--- config.mk ---
export PLATFORM = sky130hd
export DESIGN_NAME = uart_rx_fifo_flat
export DESIGN_NICKNAME = d
export VERILOG_FILES = /design/src/rtl/uart_rx_fifo_if.sv /design/src/rtl/uart_rx_fifo.sv /design/src/flat_wrapper.sv
export SDC_FILE = /design/constraint.sdc
export NUM_CORES = 1
export LEC_CHECK = 0
export ABC_AREA = 1
export BUFFER_PORTS_ARGS = -buffer_cell sky130_fd_sc_hd__buf_2
export CAP_MARGIN = 10
export CORE_UTILIZATION = 44
export DETAILED_ROUTE_END_ITERATION = 8
export PLACE_DENSITY = 0.72
export SYNTH_ARGS = -nofsm -noshare
export SYNTH_HDL_FRONTEND = slang
export SYNTH_SLANG_ARGS = --single-unit
export TNS_END_PERCENT = 20
--- constraint.sdc ---
create_clock -name clk -period 4 [get_ports clk]
set_input_delay 1.2 -clock clk [delete_from_list [all_inputs] [get_ports clk]]
set_output_delay 1.2 -clock clk [all_outputs]
set_load 0.05 [all_outputs]
--- src/rtl/uart_rx_fifo_if.sv ---
// CPU-side read bus of the UART receiver FIFO.
// The CPU (master) pops, flushes and clears overrun; the receiver (slave) answers.
interface uart_rx_fifo_if #(
  parameter int MAX_WORD_LEN = 9,
  parameter int FIFO_DEPTH   = 16
);
  logic                          rd;
  logic                          flush;
  logic                          ovr_clr;
  logic [MAX_WORD_LEN-1:0]       data;
  logic                          rx_frameerror;
  logic                          rx_parityerror;
  logic                          rx_break;
  logic                          charreceived;
  logic                          full;
  logic [$clog2(FIFO_DEPTH):0]   level;
  logic                          receiveoverrun;

  modport master (
    output rd, flush, ovr_clr,
    input  data, rx_frameerror, rx_parityerror, rx_break,
    input  charreceived, full, level, receiveoverrun
  );

  modport slave (
    input  rd, flush, ovr_clr,
    output data, rx_frameerror, rx_parityerror, rx_break,
    output charreceived, full, level, receiveoverrun
  );
endinterface

--- src/rtl/uart_rx_fifo.sv ---
// Oversampling UART receiver with majority-vote sampling,
// parity/stop/break checking and a show-ahead receive FIFO.
module uart_rx_fifo #(
  parameter int MAX_WORD_LEN = 9,
  parameter int OVERSAMPLE   = 16,
  parameter int FIFO_DEPTH   = 16
) (
  input  logic       clk,
  input  logic       rst,
  input  logic       baud_tick,
  input  logic       rxen,
  input  logic       rx,
  input  logic [3:0] wordlen,
  input  logic [1:0] parity,
  input  logic       stopbits,
  input  logic       u2x,
  output logic       busy,
  uart_rx_fifo_if.slave bus
);

  localparam int CW = $clog2(OVERSAMPLE);
  localparam int AW = $clog2(FIFO_DEPTH);
  localparam int LW = AW + 1;
  localparam int EW = MAX_WORD_LEN + 3;

  typedef enum logic [2:0] {
    IDLE, START, DATA, PARITY, STOP1, STOP2
  } state_t;

  state_t r_state, w_next;

  logic                    r_sync1, r_sync2, r_prev;
  logic [CW-1:0]           r_cnt;
  logic                    r_v0, r_v1;
  logic [3:0]              r_idx;
  logic [MAX_WORD_LEN-1:0] r_data;
  logic                    r_ferr, r_perr, r_allz;

  logic [CW-1:0] w_half, w_m0, w_m2, w_lastv;
  logic          w_mid0, w_mid1, w_mid2, w_last;
  logic          w_s, w_maj, w_par, w_push;
  logic          w_ferr, w_brk;
  logic [3:0]    w_wl, w_wlm1;

  assign w_s     = r_sync2;
  assign w_half  = u2x ? CW'(OVERSAMPLE/4) : CW'(OVERSAMPLE/2);
  assign w_lastv = u2x ? CW'(OVERSAMPLE/2-1) : CW'(OVERSAMPLE-1);
  assign w_m0    = w_half - 1'b1;
  assign w_m2    = w_half + 1'b1;
  assign w_mid0  = baud_tick && r_cnt == w_m0;
  assign w_mid1  = baud_tick && r_cnt == w_half;
  assign w_mid2  = baud_tick && r_cnt == w_m2;
  assign w_last  = baud_tick && r_cnt == w_lastv;
  assign w_maj   = (r_v0 & r_v1) | (r_v0 & w_s) | (r_v1 & w_s);
  assign w_par   = parity == 2'd1 || parity == 2'd2;
  assign w_wl    = (wordlen >= 4'd5 &&
                    wordlen <= 4'(MAX_WORD_LEN)) ? wordlen : 4'd8;
  assign w_wlm1  = w_wl - 4'd1;
  assign busy    = r_state != IDLE;

  // Flags for the pushed entry include the stop sample taken this tick
  assign w_ferr = r_ferr | ~w_maj;
  assign w_brk  = (r_state == STOP1) ? (r_allz & ~w_maj) : r_allz;

  always_ff @(posedge clk) begin
    if (!rst) r_state <= IDLE;
    else      r_state <= w_next;
  end

  always_comb begin
    w_next = r_state;
    w_push = 1'b0;
    if (!rxen) begin
      w_next = IDLE;
    end else if (baud_tick) begin
      unique case (r_state)
        IDLE:
          if (r_prev && !w_s) w_next = START;
        START:
          if (w_mid2 && w_maj) w_next = IDLE;
          else if (w_last)     w_next = DATA;
        DATA:
          if (w_last && r_idx == w_wlm1)
            w_next = w_par ? PARITY : STOP1;
        PARITY:
          if (w_last) w_next = STOP1;
        STOP1:
          if (stopbits) begin
            if (w_last) w_next = STOP2;
          end else if (w_mid2) begin
            w_push = 1'b1;
            w_next = IDLE;
          end
        STOP2:
          if (w_mid2) begin
            w_push = 1'b1;
            w_next = IDLE;
          end
        default: w_next = IDLE;
      endcase
    end
  end

  always_ff @(posedge clk) begin
    if (!rst) begin
      r_sync1 <= 1'b1;
      r_sync2 <= 1'b1;
      r_prev  <= 1'b1;
      r_cnt   <= '0;
      r_v0    <= 1'b1;
      r_v1    <= 1'b1;
      r_idx   <= '0;
      r_data  <= '0;
      r_ferr  <= 1'b0;
      r_perr  <= 1'b0;
      r_allz  <= 1'b1;
    end else begin
      r_sync1 <= rx;
      r_sync2 <= r_sync1;
      if (baud_tick) r_prev <= w_s;
      if (w_mid0) r_v0 <= w_s;
      if (w_mid1) r_v1 <= w_s;
      if (!rxen) begin
        r_cnt <= '0;
      end else if (baud_tick) begin
        if (r_state == IDLE)
          r_cnt <= (w_next == START) ? CW'(1) : '0;
        else if (w_next == IDLE || w_last)
          r_cnt <= '0;
        else
          r_cnt <= r_cnt + 1'b1;
      end
      if (r_state == IDLE) begin
        r_idx  <= '0;
        r_data <= '0;
        r_ferr <= 1'b0;
        r_perr <= 1'b0;
        r_allz <= 1'b1;
      end else if (rxen) begin
        if (w_mid2) begin
          unique case (r_state)
            DATA: begin
              if (r_idx < 4'(MAX_WORD_LEN))
                r_data[r_idx] <= w_maj;
              r_allz <= r_allz & ~w_maj;
            end
            PARITY: begin
              r_perr <= (parity == 2'd1) ?
                        ((^r_data) != w_maj) :
                        ((^r_data) == w_maj);
              r_allz <= r_allz & ~w_maj;
            end
            STOP1: begin
              r_ferr <= w_ferr;
              r_allz <= r_allz & ~w_maj;
            end
            STOP2: r_ferr <= w_ferr;
            default: ;
          endcase
        end
        if (r_state == DATA && w_last) r_idx <= r_idx + 4'd1;
      end
    end
  end

  logic [EW-1:0] r_mem [FIFO_DEPTH];
  logic [AW-1:0] r_wp, r_rp;
  logic [LW-1:0] r_level;
  logic          r_ovr;
  logic          w_nempty, w_full, w_rd, w_wr, w_ovf;
  logic [EW-1:0] w_head;

  assign w_nempty = r_level != '0;
  assign w_full   = r_level == LW'(FIFO_DEPTH);
  assign w_rd     = bus.rd & w_nempty;
  // A pop in the same clk frees the slot the push needs
  assign w_wr     = w_push & (~w_full | w_rd);
  assign w_ovf    = w_push & w_full & ~w_rd & ~bus.flush;
  assign w_head   = r_mem[r_rp];

  always_ff @(posedge clk) begin
    if (w_wr && !bus.flush)
      r_mem[r_wp] <= {w_brk, r_perr, w_ferr, r_data};
  end

  always_ff @(posedge clk) begin
    if (!rst) begin
      r_wp    <= '0;
      r_rp    <= '0;
      r_level <= '0;
      r_ovr   <= 1'b0;
    end else begin
      if (w_ovf)            r_ovr <= 1'b1;
      else if (bus.ovr_clr) r_ovr <= 1'b0;
      if (bus.flush) begin
        r_wp    <= '0;
        r_rp    <= '0;
        r_level <= '0;
      end else begin
        if (w_wr) r_wp <= r_wp + 1'b1;
        if (w_rd) r_rp <= r_rp + 1'b1;
        if (w_wr && !w_rd)      r_level <= r_level + 1'b1;
        else if (!w_wr && w_rd) r_level <= r_level - 1'b1;
      end
    end
  end

  assign bus.data           = w_nempty ? w_head[MAX_WORD_LEN-1:0] : '0;
  assign bus.rx_frameerror  = w_nempty & w_head[MAX_WORD_LEN];
  assign bus.rx_parityerror = w_nempty & w_head[MAX_WORD_LEN+1];
  assign bus.rx_break       = w_nempty & w_head[MAX_WORD_LEN+2];
  assign bus.charreceived   = w_nempty;
  assign bus.full           = w_full;
  assign bus.level          = r_level;
  assign bus.receiveoverrun = r_ovr;

endmodule

--- src/flat_wrapper.sv ---
// flat-port wrapper written by rule: the top's interface ports become plain ports
module uart_rx_fifo_flat 
#(
  parameter int MAX_WORD_LEN = 9,
  parameter int OVERSAMPLE   = 16,
  parameter int FIFO_DEPTH   = 16
)
  (clk, rst, baud_tick, rxen, rx, wordlen, parity, stopbits, u2x, busy, bus_rd, bus_flush, bus_ovr_clr, bus_data, bus_rx_frameerror, bus_rx_parityerror, bus_rx_break, bus_charreceived, bus_full, bus_level, bus_receiveoverrun);
  uart_rx_fifo_if #(.MAX_WORD_LEN(MAX_WORD_LEN), .FIFO_DEPTH(FIFO_DEPTH)) bus_i ();
  input  logic clk;
  input  logic rst;
  input  logic baud_tick;
  input  logic rxen;
  input  logic rx;
  input  logic [3:0] wordlen;
  input  logic [1:0] parity;
  input  logic stopbits;
  input  logic u2x;
  output logic busy;
  input wire logic [$bits(bus_i.rd)-1:0] bus_rd;
  input wire logic [$bits(bus_i.flush)-1:0] bus_flush;
  input wire logic [$bits(bus_i.ovr_clr)-1:0] bus_ovr_clr;
  output wire logic [$bits(bus_i.data)-1:0] bus_data;
  output wire logic [$bits(bus_i.rx_frameerror)-1:0] bus_rx_frameerror;
  output wire logic [$bits(bus_i.rx_parityerror)-1:0] bus_rx_parityerror;
  output wire logic [$bits(bus_i.rx_break)-1:0] bus_rx_break;
  output wire logic [$bits(bus_i.charreceived)-1:0] bus_charreceived;
  output wire logic [$bits(bus_i.full)-1:0] bus_full;
  output wire logic [$bits(bus_i.level)-1:0] bus_level;
  output wire logic [$bits(bus_i.receiveoverrun)-1:0] bus_receiveoverrun;
  assign bus_i.rd = bus_rd;
  assign bus_i.flush = bus_flush;
  assign bus_i.ovr_clr = bus_ovr_clr;
  assign bus_data = bus_i.data;
  assign bus_rx_frameerror = bus_i.rx_frameerror;
  assign bus_rx_parityerror = bus_i.rx_parityerror;
  assign bus_rx_break = bus_i.rx_break;
  assign bus_charreceived = bus_i.charreceived;
  assign bus_full = bus_i.full;
  assign bus_level = bus_i.level;
  assign bus_receiveoverrun = bus_i.receiveoverrun;
  uart_rx_fifo #(.MAX_WORD_LEN(MAX_WORD_LEN), .OVERSAMPLE(OVERSAMPLE), .FIFO_DEPTH(FIFO_DEPTH)) u_core (.clk(clk), .rst(rst), .baud_tick(baud_tick), .rxen(rxen), .rx(rx), .wordlen(wordlen), .parity(parity), .stopbits(stopbits), .u2x(u2x), .busy(busy), .bus(bus_i));
endmodule
==> results of run 1 <==
==> repair_timing <==
item                       4_1_cts  5_1_grt
gates resized for setup          0        1
setup endpoints to repair        0        7
hold endpoints to repair         0        0
==> area by class of cell <==
type                       instances  area, um2  share of cell area (%)
clock buffer                      26      608.1                   5.273
clock inverter                    15      116.4                   1.009
inverter                          63      236.5                   2.051
multi-input combinational        568       3073                   26.65
sequential                       238       6689                   58.00
tap                              285      356.6                   3.092
timing repair buffer              69      452.9                   3.928
==> worst register-to-register path, delay by kind of cell, from the launching register on <==
family	cells	cell delay (ps)
and+or+nand+nor	6	720
AOI/OAI and AO/OA	5	630
buffers and inverters	4	580
adders and majority gates	2	550
DFF	1	370
==> sequential cells by signal, summed over array words and instances, names as in the netlist, 3 cells and up, named ones only <==
register,flops
u_core.r_rp,4
u_core.bus.level,5
u_core.r_idx,4
u_core.r_data,9
u_core.r_wp,4
u_core.r_mem,192
u_core.r_cnt,4
u_core.r_state,3
==> how the worst max path moves through the flow <==
stage | from | endpoint
2_1_floorplan | u2x | u_core.bus.level[4]$_SDFFE_PP0P_
3_3_place_gp | u2x | u_core.bus.level[4]$_SDFFE_PP0P_
3_5_place_dp | u2x | u_core.bus.level[4]$_SDFFE_PP0P_
4_1_cts | flip-flop | bus_data[4]
5_1_grt | flip-flop | bus_data[7]
6_report | flip-flop | bus_data[6]
==> power breakdown <==
part	internal (uW)	switching [uW]	leakage, uW
clock	1170	911	0.000362
sequential	2640	4.78	0.00211
combinational	28.4	60.4	0.00161
==> logic make-up after synthesis <==
logic type | share of synthesized area [%]
flops | 65.93
xor+xnor | 1.295
compound gates | 13.71
simple gates | 12.66
fa+ha+maj | 2.541
buf+inv | 3.874
==> through the flow <==
step / worst slack (ps) / hold WS [ps] / total power, uW
floorplan: 478.7 / 392.5 / 2759
global placement: 301.8 / 394.8 / 2786
detailed placement: 228.6 / 406.3 / 2788
CTS: 83.85 / 421.9 / 4828
global route: 40.71 / 430.8 / 4938
finish: 216.8 / 416.5 / 4813
==> metal layers <==
metal  routed length [um]  up-vias  global-route usage [%]
li1                     -     3391                       -
met1                10010     3413                   27.00
met2                10620      292                   31.99
met3                 1679       38                   2.621
met4                  435        0                   5.048
met5                    0        -                       0
==> cells in the final DEF (no fill, tap or decap), types with 3 or more instances in the layout <==
master,n
sky130_fd_sc_hd__edfxtp_1,192
sky130_fd_sc_hd__nor2_1,159
sky130_fd_sc_hd__o21ai_0,125
sky130_fd_sc_hd__nand2_1,59
sky130_fd_sc_hd__inv_1,58
sky130_fd_sc_hd__a21oi_1,51
sky130_fd_sc_hd__dfxtp_1,44
sky130_fd_sc_hd__nand3_1,40
sky130_fd_sc_hd__o221ai_1,36
sky130_fd_sc_hd__buf_2,36
sky130_fd_sc_hd__buf_4,31
sky130_fd_sc_hd__clkbuf_16,24
sky130_fd_sc_hd__ha_1,19
sky130_fd_sc_hd__o22ai_1,13
sky130_fd_sc_hd__nand4_1,9
sky130_fd_sc_hd__xnor2_1,8
sky130_fd_sc_hd__xor2_1,7
sky130_fd_sc_hd__clkinv_1,6
sky130_fd_sc_hd__clkinv_2,6
sky130_fd_sc_hd__nor4_1,4
sky130_fd_sc_hd__nand2_2,4
sky130_fd_sc_hd__inv_2,4
sky130_fd_sc_hd__nor3_2,3
sky130_fd_sc_hd__nor3_1,3
==> results, run 1 <==
- After synthesis, the mean cell area works out to 11.15 um2.
- The total core area is 0.02264 mm2.
- The global-route wire length before repair is 35.99 mm.
- Once the floorplan was initialized, standard cells occupied about 45% of the core.
- The endpoint identified for the worst register-to-register timing path is u_core.bus.level[4]$_SDFFE_PP0P_.
- In the final routed layout, each cell accounts on average for 18.00 um.
- The clock drives 238 sinks.
- Summed over all instances, the cell type with the most area after synthesis is sky130_fd_sc_hd__edfxtp_1.
- The clock buffer count from CTS is 23.
- The final critical delay including setup and external delays is between 3000 and 4000 ps.
- After floorplanning, the core was divided into 55 placement rows.
- Sequential cells were found to cover between 60 and 70% of the synthesized design area.
- The final-report hold violation count is 0.
- The initial antenna violation count was 0.
- The accumulated negative setup slack is 0 ps.
- Setup repair after global routing left no endpoint under its margin.
- For this design, the CTS-stage hold fixing added 0 buffers.
- The layout net count is ~1000.
- In the routed design, unresolved DRC markers number 0.
- The first-iteration detailed-routing DRC count is between 700 and 800.
- The proportion of register bits with asynchronous set or reset after synthesis is 0%.
- The maximum operating frequency is roughly 260 MHz.
- For the final database, setup skew stands at 15.58 ps.
- The sort of element at the start of the critical path is a flip-flop.
- The number of pins with negative max-slew slack in the final report is 0.
- Detailed routing inserted a total of just over 7000 vias.
- Of the cells placed in the final design, the portion with a size suffix greater than 1 is between 10% and 20%.
- The flow ran to the end, and the final reports show no timing, DRC or antenna violations.
- Setup violations remaining at the end of the flow were counted as 0.
- The worst hold path terminates at u_core.r_sync2$_SDFF_PN1_.
- The synthesized netlist occupies a cell area of between 0.01 and 0.015 mm2.
- The final layout contains routed wiring with a total length of about 23 mm.
- The number of global-route vias before repair was between 6000 and 7000.
- The kind of cell with the highest combined delay along the critical path is buffers and inverters.
- For this run, the leading register cell type out of synthesis is sky130_fd_sc_hd__edfxtp_1.
- The width of the die is around 150 um.
- The commonest cells after synthesis are sky130_fd_sc_hd__edfxtp_1 (192), sky130_fd_sc_hd__nor2_1 (159), sky130_fd_sc_hd__o21ai_0 (125), sky130_fd_sc_hd__inv_1 (59), sky130_fd_sc_hd__nand2_1 (59).
- The global-route congestion overflow total is 0.
- The static leakage power is roughly 0.0041 uW.
- Entering global routing, the biggest net connects 75 pins.
- The post-DP HPWL is 14.24 mm.
- The depth of the critical timing path with buffers and inverters included is 9.
- Once placement finished, the instance area stood at between 0.01 and 0.015 mm2.
- Synthesis inferred about 240 register bits.
- The cell at the slowest stage of the critical path is sky130_fd_sc_hd__dfxtp_2.
- The pre-antenna-repair detailed-routing pass consisted of 5 iterations.
- The clock latency on the worst-skew pair is roughly 530 ps.
- The count of antenna-violating nets left after detailed routing is 0.
- The min-delay analysis places its worst path in the category flip-flop to flip-flop.
- Walking the worst path, the cells encountered are inv_2, buf_12, o21ai_0, o22ai_1, nor2_1, nor2_1, o21ai_0, a21oi_1, buf_2.
- The top cell type by area accounts for 56.85% of the synthesized area.
- For the worst setup path, the data required time is between 2000 and 3000 ps.
- For this run, the number of Yosys warnings is 0.
- In this run the deepest clock path goes through 3 buffers.
- In this run the number of H-tree levels came out at 1.
- The worst min-delay path startpoint is u_core.r_sync1$_SDFF_PN1_.
- The worst slew margin relative to its limit is between 40% and 50%.
- The detailed-route vias per instance is 5.644.
- Yosys mapped a number of flops with a built-in enable equal to 192.
- On the worst path, the slowest cell contributes a delay of 480 ps.
- The count of fill cells added during filler insertion is 1949.
- Yosys instantiated no cell more often than sky130_fd_sc_hd__edfxtp_1.
- By area the synthesized netlist is led by sky130_fd_sc_hd__edfxtp_1 (57%), sky130_fd_sc_hd__dfxtp_1 (9.1%), sky130_fd_sc_hd__o21ai_0 (6.2%).
- The post-synthesis cell type count is 44.
- Along the worst hold path, the cell count comes to 1.
- Pin placement for this block handled 37 I/O pins.
- The worst setup path is captured at a primary output.
- The number of standard cells in the final layout excluding fillers is ~1300.
- The tree is rooted in a sky130_fd_sc_hd__clkbuf_16.
- The post-placement cell count is roughly 1200.
- The critical path in this run is classified as flip-flop to primary output.
- For this run, the share of the core covered by cells in the final layout is around 50%.
- The final weighted congestion in routability-driven placement is 0.8371.
- The synthesis-to-finish area growth is 13.71%.
- Counting cells, the worst reg-to-reg path comes to 17.
- The number of maximum-capacitance violations is 0.
- The clock tree from TritonCTS is done.
- The maximum fanout count along the critical path is 74.
- The count of input and output buffers is 36.
- The actual transition at the worst max-transition pin is around 840 ps.
- Measured along the y axis, the die boundary spans approximately 150 um.
- In this run the critical register-to-register path is launched from u_core.bus.level[1]$_SDFFE_PP0P_.
- The clock-pin transition on the worst setup and hold timing paths is 60 ps.
- VDD sags by at most ~0.21 mV.
- In this run the register-to-register setup slack is 1030 ps.
- Data on the critical path arrives at its endpoint at approximately 2600 ps.
- Of the available clock period, the critical path in the final layout requires 94.58%.
- The global-route total usage across every layer is about 19%.
- The power density of the placed cells is between 400 and 500 mW/mm2.
- Synthesis produced a netlist whose cell count is 910.
- The net count after synthesis is around 950.
- After clock tree synthesis, the setup repair step added 0 buffers.
- The finished cells cover about 0.012 mm2.
- Counting both buffers and inverters, the worst setup path holds a total of 3.
- The area of the die is 0.02366 mm2.
- The count of inserted antenna diode cells is 0.
(Power assumes the default switching activity.)
==> inputs of run 2 (changes only) <==
--- a/config.mk
+++ b/config.mk
@@ -5,10 +5,10 @@
 export SDC_FILE = /design/constraint.sdc
 export NUM_CORES = 1
 export LEC_CHECK = 0
-export ABC_AREA = 1
-export BUFFER_PORTS_ARGS = -buffer_cell sky130_fd_sc_hd__buf_2
+export BUFFER_PORTS_ARGS = -buffer_cell sky130_fd_sc_hd__buf_4
 export CAP_MARGIN = 10
 export CORE_UTILIZATION = 44
+export CTS_BUF_LIST = sky130_fd_sc_hd__clkbuf_8
 export DETAILED_ROUTE_END_ITERATION = 8
 export PLACE_DENSITY = 0.72
 export SYNTH_ARGS = -nofsm -noshare
==> run 2 against run 1 <==
Against the previous run: sequential power hardly changed; non-clock buffer count up 1; die area about the same; cell count down 20%; power fell by 0.20%; global-route usage is 1.9 points lower; critical path depth shrank 4; synthesized cell count fell by 32%; combinational power is 18% lower; worst hold slack got worse by 5.3 ps; via count shrank 23%.
==> results, run 2 <==
- The detailed-route vias per instance came to 5.434 (was 5.644).
- The clock latency on the worst-skew pair is 560 ps (was 530 ps).
- The flip-flop count of the largest register, all copies and words added is 192 (unchanged).
- The power density of the placed cells is 411.0 mW/mm2 (was 417.4 mW/mm2).
- The end of the worst register-to-register path is u_core.bus.level[4]$_SDFFE_PP0P_ (unchanged).
- The static leakage power is 0.004256 uW (was 0.004079 uW).
- Cells taking the most area after synthesis: sky130_fd_sc_hd__edfxtp_1 (57%), sky130_fd_sc_hd__mux4_2 (13%), sky130_fd_sc_hd__dfxtp_1 (9.1%) (was sky130_fd_sc_hd__edfxtp_1 (57%), sky130_fd_sc_hd__dfxtp_1 (9.1%), sky130_fd_sc_hd__o21ai_0 (6.2%)).
- The root buffer selected by CTS is sky130_fd_sc_hd__clkbuf_8 (was sky130_fd_sc_hd__clkbuf_16).
- The maximum operating frequency is 261.6 MHz (was 264.3 MHz).
- The cell area after synthesis is 0.01014 mm2 (about the same).
- The actual transition at the worst max-transition pin is 715.8 ps (was 839.9 ps).
- The pin count of the biggest net entering global routing is 26 (was 75).
- The count of inserted antenna diode cells came to 0 (unchanged).
- The most instantiated library cell after synthesis is sky130_fd_sc_hd__edfxtp_1 (unchanged).
- The reg-to-reg setup timing slack is 930 ps (was 1030 ps).
- The prevailing post-synth register cell is sky130_fd_sc_hd__edfxtp_1 (unchanged).
- The cell at the slowest stage of the critical path was sky130_fd_sc_hd__dfxtp_2 (unchanged).
- The final period utilization was 95.56% (was 94.58%).
- The required time at the worst-slack endpoint was 2800 ps (about the same).
- The average cell area after synthesis came to 16.46 um2 (was 11.15 um2).
- The width of the die is 153.8 um (about the same).
- The final critical delay including setup and external delays was 3823 ps (was 3783 ps).
- The clock-pin transition on the worst setup and hold timing paths is 60 ps (about the same).
- The worst supply voltage drop on vdd was 0.2341 mV (was 0.2117 mV).
- The total I/O pin count is 37 (unchanged).
- The starting density of the core is 44.78% (was 44.80%).
- The post-CTS setup buffer count is 4 (was 0).
- Most instantiated cells after synthesis: sky130_fd_sc_hd__edfxtp_1 (192), sky130_fd_sc_hd__mux4_2 (60), sky130_fd_sc_hd__nor2_1 (58), sky130_fd_sc_hd__dfxtp_1 (46), sky130_fd_sc_hd__nand2_1 (27) (was sky130_fd_sc_hd__edfxtp_1 (192), sky130_fd_sc_hd__nor2_1 (159), sky130_fd_sc_hd__o21ai_0 (125), sky130_fd_sc_hd__inv_1 (59), sky130_fd_sc_hd__nand2_1 (59)).
- The post-synthesis cell type count came to 64 (was 44).
- The clock tree from TritonCTS is done (unchanged).
- The most frequent standard cell in the layout excluding fill and tap cells was sky130_fd_sc_hd__edfxtp_1 (unchanged).
- The post-DP HPWL was 12.77 mm (was 14.24 mm).
- The final-report hold violation count is 0 (unchanged).
- The ratio of cells with drive above 1 in the final layout was 27.67% (was 12.97%).
- The combined buffer and inverter count along the critical path came to 2 (was 3).
- The number of instances on the worst hold path is 1 (unchanged).
- The total number of H-tree levels is 2 (was 1).
- The routed wire length per instance came to 19.47 um (was 18.00 um).
- The classification of the worst-slack hold path was flip-flop to flip-flop (unchanged).
- The DRC violation count after routing was 0 (unchanged).
- The library cell appearing most often on the critical path is sky130_fd_sc_hd__mux4_2.
- The endpoint with the worst hold slack was u_core.r_sync2$_SDFF_PN1_ (unchanged).
- The number of enable-type register cells in the synthesized netlist is 192 (unchanged).
- The clock skew was 37.57 ps (was 15.58 ps).
- The critical path data arrival time is 2620 ps (was 2580 ps).
- The initial antenna violation count is 0 (unchanged).
- The clock buffer count from CTS is 40 (was 23).
- The routed wire length was 19.76 mm (was 22.75 mm).
- The depth of the critical timing path with buffers and inverters included was 5 (was 9).
- The sort of element at the start of the critical path is a flip-flop (unchanged).
- The first-pass detailed-route iteration total came to 5 (unchanged).
- Unrepaired setup endpoints after global routing: no (unchanged).
- The worst min-delay path startpoint was u_core.r_sync1$_SDFF_PN1_ (unchanged).
- Highest-count cells in the layout ignoring fill and taps: sky130_fd_sc_hd__edfxtp_1 (192), sky130_fd_sc_hd__buf_4 (68), sky130_fd_sc_hd__mux4_2 (60), sky130_fd_sc_hd__nor2_1 (58) (was sky130_fd_sc_hd__edfxtp_1 (192), sky130_fd_sc_hd__nor2_1 (159), sky130_fd_sc_hd__o21ai_0 (125), sky130_fd_sc_hd__nand2_1 (59), sky130_fd_sc_hd__inv_1 (58)).
- The final-report setup violation count is 0 (unchanged).
- The most area-hungry cell type in the Yosys netlist was sky130_fd_sc_hd__edfxtp_1 (unchanged).
- The count of input and output buffers is 36 (unchanged).
- The total of hold buffers inserted after clock tree synthesis is 0 (unchanged).
- The number of pins with negative max-slew slack in the final report is 0 (unchanged).
- The accumulated negative setup slack is 0 ps (unchanged).
- The final total power is 4804 uW (was 4813 uW).
- The worst slew margin relative to its limit is 52.22% (was 43.94%).
- The total core area is 0.02264 mm2 (unchanged).
- The delay of the slowest cell on the worst path was 590 ps (was 480 ps).
- Outcome: completed (unchanged).
- The count of fill cells added during filler insertion is 1814 (was 1949).
- The number of instances in the synthesized netlist is 616 (was 910).
- The number of gates resized after cts is 0 (unchanged).
- The clock sink total is 238 (unchanged).
- The number of maximum-capacitance violations is 0 (unchanged).
- The sequential-to-total area share from yosys stat is 65.95% (was 65.93%).
- The cell type group with the largest total delay on the critical path is multiplexers (was buffers and inverters).
- The total number of yosys warnings is 0 (unchanged).
- The net count after synthesis was 652 (was 946).
- The synthesis-to-finish area growth is 15.28% (was 13.71%).
- The first-iteration detailed-routing DRC count is 315 (was 727).
- The number of core rows was 55 (unchanged).
- The maximum fanout count along the critical path is 25 (was 74).
- Cell Chain, Critical Path: buf_12, mux4_2, mux4_2, and2_1, buf_4 (was inv_2, buf_12, o21ai_0, o22ai_1, nor2_1, nor2_1, o21ai_0, a21oi_1, buf_2).
- The floorplan die height came to 153.8 um (about the same).
- The number of global-route vias before repair came to 5798 (was 6737).
- The largest buffer count on any clock path came to 3 (unchanged).
- The layout net count is 736 (was 999).
- The area of the die is 0.02365 mm2 (was 0.02366 mm2).
- The worst-case reg-to-reg path depth is 12 (was 17).
- The origin of the critical flop-to-flop path is u_core.r_cnt[3]$_SDFFE_PN0P_ (was u_core.bus.level[1]$_SDFFE_PP0P_).
- The register bank with the most flops is u_core.r_mem (unchanged).
- The proportion of register bits with asynchronous set or reset after synthesis is 0% (unchanged).
- The global-route wire length before repair is 31.23 mm (was 35.99 mm).
- The count of antenna-violating nets left after detailed routing is 0 (unchanged).
- The portion of synthesized cell area occupied by the leading cell type is 56.87% (was 56.85%).
- The endpoint kind of the worst setup timing path is a primary output (unchanged).
- The number of storage elements in the synthesis netlist is 238 (unchanged).
- The global-route congestion overflow total is 0 (unchanged).
- The final weighted congestion in routability-driven placement was 0.8009 (was 0.8371).
- The global-route total usage across every layer came to 17.45% (was 19.39%).
- The via count was 5516 (was 7134).
- The kind of critical path was flip-flop to primary output (unchanged).
==> run 2: changes by cell type in the layout (fill, tap and decap cells not counted), moves of 14 or more <==
cell and delta:
sky130_fd_sc_hd__o221ai_1 -36, sky130_fd_sc_hd__mux2i_1 +14, sky130_fd_sc_hd__nor2_1 -101, sky130_fd_sc_hd__nand3_1 -25
sky130_fd_sc_hd__inv_1 -24, sky130_fd_sc_hd__clkbuf_16 -24, sky130_fd_sc_hd__buf_2 -36, sky130_fd_sc_hd__clkbuf_8 +44
sky130_fd_sc_hd__nand2_1 -32, sky130_fd_sc_hd__o21ai_0 -114, sky130_fd_sc_hd__a21oi_1 -39, sky130_fd_sc_hd__buf_4 +37
sky130_fd_sc_hd__mux4_2 +60
==> run 2: per-layer routing <==
metal	vias to the layer above	GRT usage (%)	part of all wire [%]
met2	162	31.30	53
met4	0	5.333	2.0
met1	2774	21.00	40
met5	-	0	0
met3	37	3.749	5.7
li1	2543	-	-
==> run 2: layout make-up <==
cell class              instances  area, um2  share of cell area [%]
flip-flops and latches        238       6691                   57.25
multi-input cells             334       3239                   27.72
well taps                     285      356.6                   3.051
inverters                      16      60.06                  0.5139
clock inverters                28      183.9                   1.574
repair buffers                 70      550.5                   4.710
clock buffers                  44      605.6                   5.181
==> run 2: how the worst max path moves through the flow <==
stage	start	slack [ps]	end
after global placement	u2x	110	u_core.bus.level[4]$_SDFFE_PP0P_
after floorplan	u2x	300	u_core.bus.level[4]$_SDFFE_PP0P_
after global routing	flip-flop	90	bus_data[8]
after CTS	flip-flop	140	bus_data[8]
after detailed placement	u2x	20	u_core.bus.level[4]$_SDFFE_PP0P_
final	flip-flop	180	bus_data[8]
==> run 2: logic make-up after synthesis <==
logic type	count (synthesis)	share of synthesized area (%)
AOI/OAI and AO/OA	48	3.665
xor gates and xnor gates	27	2.406
adders and majority gates	21	2.641
buffers and inverters	44	2.098
DFF	238	65.95
muxes	74	14.71
and+or+nand+nor	164	8.528
==> run 2: where the power goes <==
part	internal [uW]	total (uW)	switching [uW]
combinational	29.7	72.9	43.3
sequential	2640	2650	3.26
clock	1150	2090	938
total	3820	4800	985
==> run 2: per-stage QoR <==
step	cells	instance area, um2	util [%]	hold WS, ps	worst slack, ps
after floorplan	616	10140	-	386.3	296.2
after global placement	939	10870	48.00	401.9	111.6
after detailed placement	939	10870	48.00	399.4	21.63
after CTS	1015	11690	51.62	415.7	136.3
after global routing	1015	11690	51.62	436.4	87.52
final	1015	11690	51.62	411.2	177.4
